<file path="src/rtl/adder_pipe.sv">
// Pipelined WIDTH-bit add/subtract unit. Each stage resolves one CHUNK-bit slice of the carry
// chain. A global stall freezes every stage while the output is held.
module adder_pipe #(
  parameter int unsigned WIDTH = 32,
  parameter int unsigned CHUNK = 8
) (
  input  logic             clk,
  input  logic             rst_n,
  input  logic             in_valid,
  output logic             in_ready,
  input  logic [WIDTH-1:0] a,
  input  logic [WIDTH-1:0] b,
  input  logic             carry_in,
  input  logic             sub,
  output logic             out_valid,
  input  logic             out_ready,
  output logic [WIDTH-1:0] z,
  output logic             carry_out,
  output logic             overflow
);

  localparam int unsigned STAGES = WIDTH / CHUNK;

  if (WIDTH % CHUNK != 0) begin : g_bad_chunk
    $error("adder_pipe: WIDTH must be a multiple of CHUNK");
  end

  logic             stall;
  logic [WIDTH-1:0] b_eff;

  assign stall    = out_valid && !out_ready;
  assign in_ready = !stall;
  assign b_eff    = sub ? ~b : b;

  // Stage s holds result chunks 0..s and the operand chunks still to be added.
  for (genvar s = 0; s < STAGES; s++) begin : g_stage
    localparam int unsigned Rem = WIDTH - s * CHUNK;
    localparam int unsigned Lo  = s * CHUNK;

    logic [Rem-1:0]      a_in, b_in;
    logic                c_in, v_in;
    logic [CHUNK:0]      sum;
    logic [Lo+CHUNK-1:0] res_d, res_q;
    logic                c_q, v_q;

    if (s == 0) begin : g_src
      // carry_in is an inverted borrow in subtract mode, so it feeds bit 0 unchanged.
      assign a_in  = a;
      assign b_in  = b_eff;
      assign c_in  = carry_in;
      assign v_in  = in_valid;
      assign res_d = sum[CHUNK-1:0];
    end else begin : g_src
      assign a_in  = g_stage[s-1].g_hold.a_q;
      assign b_in  = g_stage[s-1].g_hold.b_q;
      assign c_in  = g_stage[s-1].c_q;
      assign v_in  = g_stage[s-1].v_q;
      assign res_d = {sum[CHUNK-1:0], g_stage[s-1].res_q};
    end

    assign sum = {1'b0, a_in[CHUNK-1:0]} + {1'b0, b_in[CHUNK-1:0]} + {{CHUNK{1'b0}}, c_in};

    always_ff @(posedge clk or negedge rst_n) begin
      if (!rst_n) begin
        res_q <= '0;
        c_q   <= 1'b0;
        v_q   <= 1'b0;
      end else if (!stall) begin
        res_q <= res_d;
        c_q   <= sum[CHUNK];
        v_q   <= v_in;
      end
    end

    if (s < STAGES - 1) begin : g_hold
      logic [Rem-CHUNK-1:0] a_q, b_q;

      always_ff @(posedge clk or negedge rst_n) begin
        if (!rst_n) begin
          a_q <= '0;
          b_q <= '0;
        end else if (!stall) begin
          a_q <= a_in[Rem-1:CHUNK];
          b_q <= b_in[Rem-1:CHUNK];
        end
      end
    end else begin : g_last
      // The top chunk still carries a[W-1] and b_eff[W-1], so overflow is resolved here.
      logic ovf_d, ovf_q;

      assign ovf_d = (a_in[Rem-1] == b_in[Rem-1]) && (sum[CHUNK-1] != a_in[Rem-1]);

      always_ff @(posedge clk or negedge rst_n) begin
        if (!rst_n) begin
          ovf_q <= 1'b0;
        end else if (!stall) begin
          ovf_q <= ovf_d;
        end
      end
    end
  end

  assign z         = g_stage[STAGES-1].res_q;
  assign carry_out = g_stage[STAGES-1].c_q;
  assign out_valid = g_stage[STAGES-1].v_q;
  assign overflow  = g_stage[STAGES-1].g_last.ovf_q;

endmodule

</file>
<file path="config.mk">
export PLATFORM = sky130hd
export DESIGN_NAME = adder_pipe
export DESIGN_NICKNAME = d
export VERILOG_FILES = /design/src/rtl/adder_pipe.sv
export SDC_FILE = /design/constraint.sdc
export NUM_CORES = 1
export LEC_CHECK = 0
export CAP_MARGIN = 20
export CELL_PAD_IN_SITES_DETAIL_PLACEMENT = 1
export CELL_PAD_IN_SITES_GLOBAL_PLACEMENT = 1
export CORE_AREA = 10 10 146 148
export DETAILED_ROUTE_END_ITERATION = 16
export DIE_AREA = 0 0 156 158
export PLACE_DENSITY = 0.83
export SLEW_MARGIN = 5
export SYNTH_ARGS = -nofsm -noshare
export SYNTH_HDL_FRONTEND = slang
export SYNTH_SLANG_ARGS = --single-unit
export TNS_END_PERCENT = 1
</file>
<file path="constraint.sdc">
create_clock -name clk -period 4 [get_ports clk]
set_clock_uncertainty 0.15 [all_clocks]
set_input_delay 1 -clock clk [delete_from_list [all_inputs] [get_ports clk]]
set_output_delay 1 -clock clk [all_outputs]
set_load 0.02 [all_outputs]
</file>
==> flow_summary.yaml <==
run_status:
  run_status: "finished, final reports clean"
clock_tree:
  clock_sink_count: 185
  clock_latency_ns: 0.43
  path_clk_slew_ns: 0.06
  htree_num_levels: 4
  postCtsResizedCells: 0
  postCtsSetupRepairBufs: 0
  clockRootBuffer: "clkbuf_16"
  tritoncts: "built"
  cts_buffer_depth: 2
  cts_made_buffers: 17
  cts.hold.buffers_added: 0
finish:
  stdcell_count: 1245
  layout-area-overhead-vs-synth_pct: 22.4
  final_nets: 1106
  diodes: 0
  multiInputGateArea_um2: 3440
  fraction_of_layout_cells_with_a_size_suffix_above_1_pct: 4.06
  seqCellArea_um2: 4630
  num-fill-cells: 2090
  most_common_library_cell_in_the_layout_ignoring_fill_and_taps: "nand2_1"
  layout_common_cells: "438 x nand2_1, 185 x dfrtp_1, 103 x clkdlybuf4s50_1"
sta:
  tns_ns: 0
  finalWorstPathRequiredPeriod_ns: 3.42
  final_setup_violations: 0
  finalMaxSlewViolations: 0
  count_of_final_hold_check_violations: 0
  worstMarginPinSlew_ns: 0.872
  fraction_of_the_cycle_the_final_worst_path_needs_pct: 85.5
  timing.fmax_mhz: 292
  relSlewSlack_pct: 41.8
  grt_setup_unrepaired: "false"
drt:
  totalWireLength_um: 20700
  number_of_drc_markers_in_iteration_0: 337
  drt_pass1_iterations: 5
  ant_nets: 0
  wire_length_per_cell_after_detailed_routing_um: 16.6
  drcViolationCount: 0
  vias_per_cell: 5.05
  vias: 6291
yosys:
  instance_count_of_the_mapped_netlist: 915
  synth-edff-count: 0
  yosysSeqAreaShare_pct: 55.7
  synth_fp_nets: 1021
  yosysWarnings: 0
  yosys_most_used_dff: "dfrtp_1"
  syn_area_um2: 8310
  synthesis.area_per_instance_um2: 9.09
  ys_ff_latch: 185
  postSynth.asyncResetShare_pct: 100
  yosys.cell_types.count: 29
pwr:
  total_switching_power_mw: 3.16
  max-vdd-ir-drop_mv: 0.732
  cellLeakagePower_nw: 4.91
  post-layout-total-power_mw: 8.28
  pwr-share-comb_pct: 38.9
  p_clk_share_pct: 21.9
  sequentialPowerShare_pct: 39.2
  swShare_pct: 38.2
  internal_power_mw: 5.12
  pwr_density_cell_nw_per_um2: 814
floorplanning:
  die-height_um: 158
  design.core.area_um2: 18500
  site_rows: 50
  num_io_pins: 106
  die_area_um2: 24600
  die_w_um: 156
  initial_core_utilization_pct: 45.1
flow_run:
  timing.max_cap.violations: 0
setup_path:
  cp_data_required_time_ns: 2.85
  cp.arrival_ns: 2.27
  worstSetupPathType: "input port to output pin"
  worstSetupStartpointType: "input port"
  cp-end-kind: "output pin"
  crit_path_max_fanout: 2
grt:
  grt_max_degree: 223
  globalRouteTotalUtil_pct: 17.3
  grt_pass1_wl_um: 34300
  antenna_found_initial: 0
  grt_overflow: 0
  first_global_vias: 6802
min_path:
  hold_class: "flip-flop to flip-flop"
place:
  dp.cells: 1215
  detailed_placer_s_ending_hpwl_um: 13200
  globalplace.congestion: 0.775
  buffer_ports.inserted: 105
-- worst max-delay path, cell delays in order --
cell	delay (ns)
clkdlybuf4s50_1	0.51
nor2b_4	0.07
inv_4	0.06
clkdlybuf4s50_1	0.63
-- final timing paths --
path / start / endpoint / slack, ns / cells after the start
worst min-delay path: g_stage[2].res_q[0] / g_stage[2].res_q[0] / 0.31 / 2
worst min register to register: g_stage[2].res_q[0] / g_stage[2].res_q[0] / 0.31 / 2
worst max-delay path: out_ready / in_ready / 0.58 / 4
max in group asynchronous: rst_n / g_stage[2].res_q[13] / 2.50 / 2
worst max register to register: g_stage[1].c_q / g_stage[2].res_q[22] / 1.41 / 7
min in group asynchronous: rst_n / g_stage[0].c_q / 0.37 / 1
-- state kept, by name (all words and copies together), names as in the netlist --
| register | flops |
|---|---|
| g_stage.c_q | 3 |
| g_stage.v_q | 3 |
| z | 32 |
| out_valid | 1 |
| g_stage.res_q | 48 |
| overflow | 1 |
| carry_out | 1 |
| g_stage.g_hold.b_q | 48 |
| g_stage.g_hold.a_q | 48 |
-- metrics by stage --
step / setup slack (ns) / hold slack, ns / util (%) / cell area [um2]
floorplan: 0.731 / 0.280 / - / 8310
global placement: 0.574 / 0.292 / 51.7 / 9540
detailed placement: 0.539 / 0.305 / 51.7 / 9540
CTS: 0.559 / 0.320 / 55.1 / 10200
global route: 0.551 / 0.341 / 55.1 / 10200
finish: 0.580 / 0.314 / 55.1 / 10200
-- power groups by stage --
stage | logic, mW | clock network [mW] | registers (mW)
global route | 3.67 | 1.93 | 3.34
global placement | 3.02 | 0 | 3.20
detailed placement | 3.17 | 0 | 3.25
floorplan | 1.95 | 0 | 3.31
finish | 3.22 | 1.81 | 3.24
CTS | 3.28 | 1.85 | 3.25
-- Yosys cell counts, types with 6 or more instances --
library cell  count  area [um2]
buf_2            33         165
xnor2_1          29         254
fa_1              8         160
dfrtp_1         185        4630
nor3_1           13        65.1
o21ai_0          57         285
inv_1            10        37.5
nor2_1           14        52.6
a21oi_1          16        80.1
clkbuf_1         12        45.0
ha_1             28         350
nand2_1         438        1640
a211oi_1          8        60.1
xor2_1           18         158
o21a_1            6        45.0
-- cells by family after synthesis --
group	share of synthesized area, %
flip-flops	55.7
adder cells (fa/ha/maj)	6.14
buffers and inverters	3.02
AO/OA/AOI/OAI	7.95
XOR/XNOR	4.95
AND/OR/NAND/NOR	22.3
-- per-layer routing --
| metal | share of wire, % | wire length [um] | up-vias | GRT usage [%] |
|---|---|---|---|---|
| li1 | - | - | 3084 | - |
| met1 | 46 | 9470 | 3073 | 21.9 |
| met2 | 48 | 9990 | 110 | 28.5 |
| met3 | 4.1 | 856 | 24 | 4.07 |
| met4 | 1.8 | 367 | 0 | 5.89 |
| met5 | 0 | 0 | - | 0 |
-- final cells by class --
type / instances / share of cell area, %
well taps: 234 / 2.88
inverters: 11 / 0.430
multi-input cells: 674 / 33.8
clock inverters: 10 / 1.65
clock buffers: 20 / 4.59
flip-flops and latches: 185 / 45.5
repair buffers: 111 / 11.1
(Power assumes the default switching activity.)
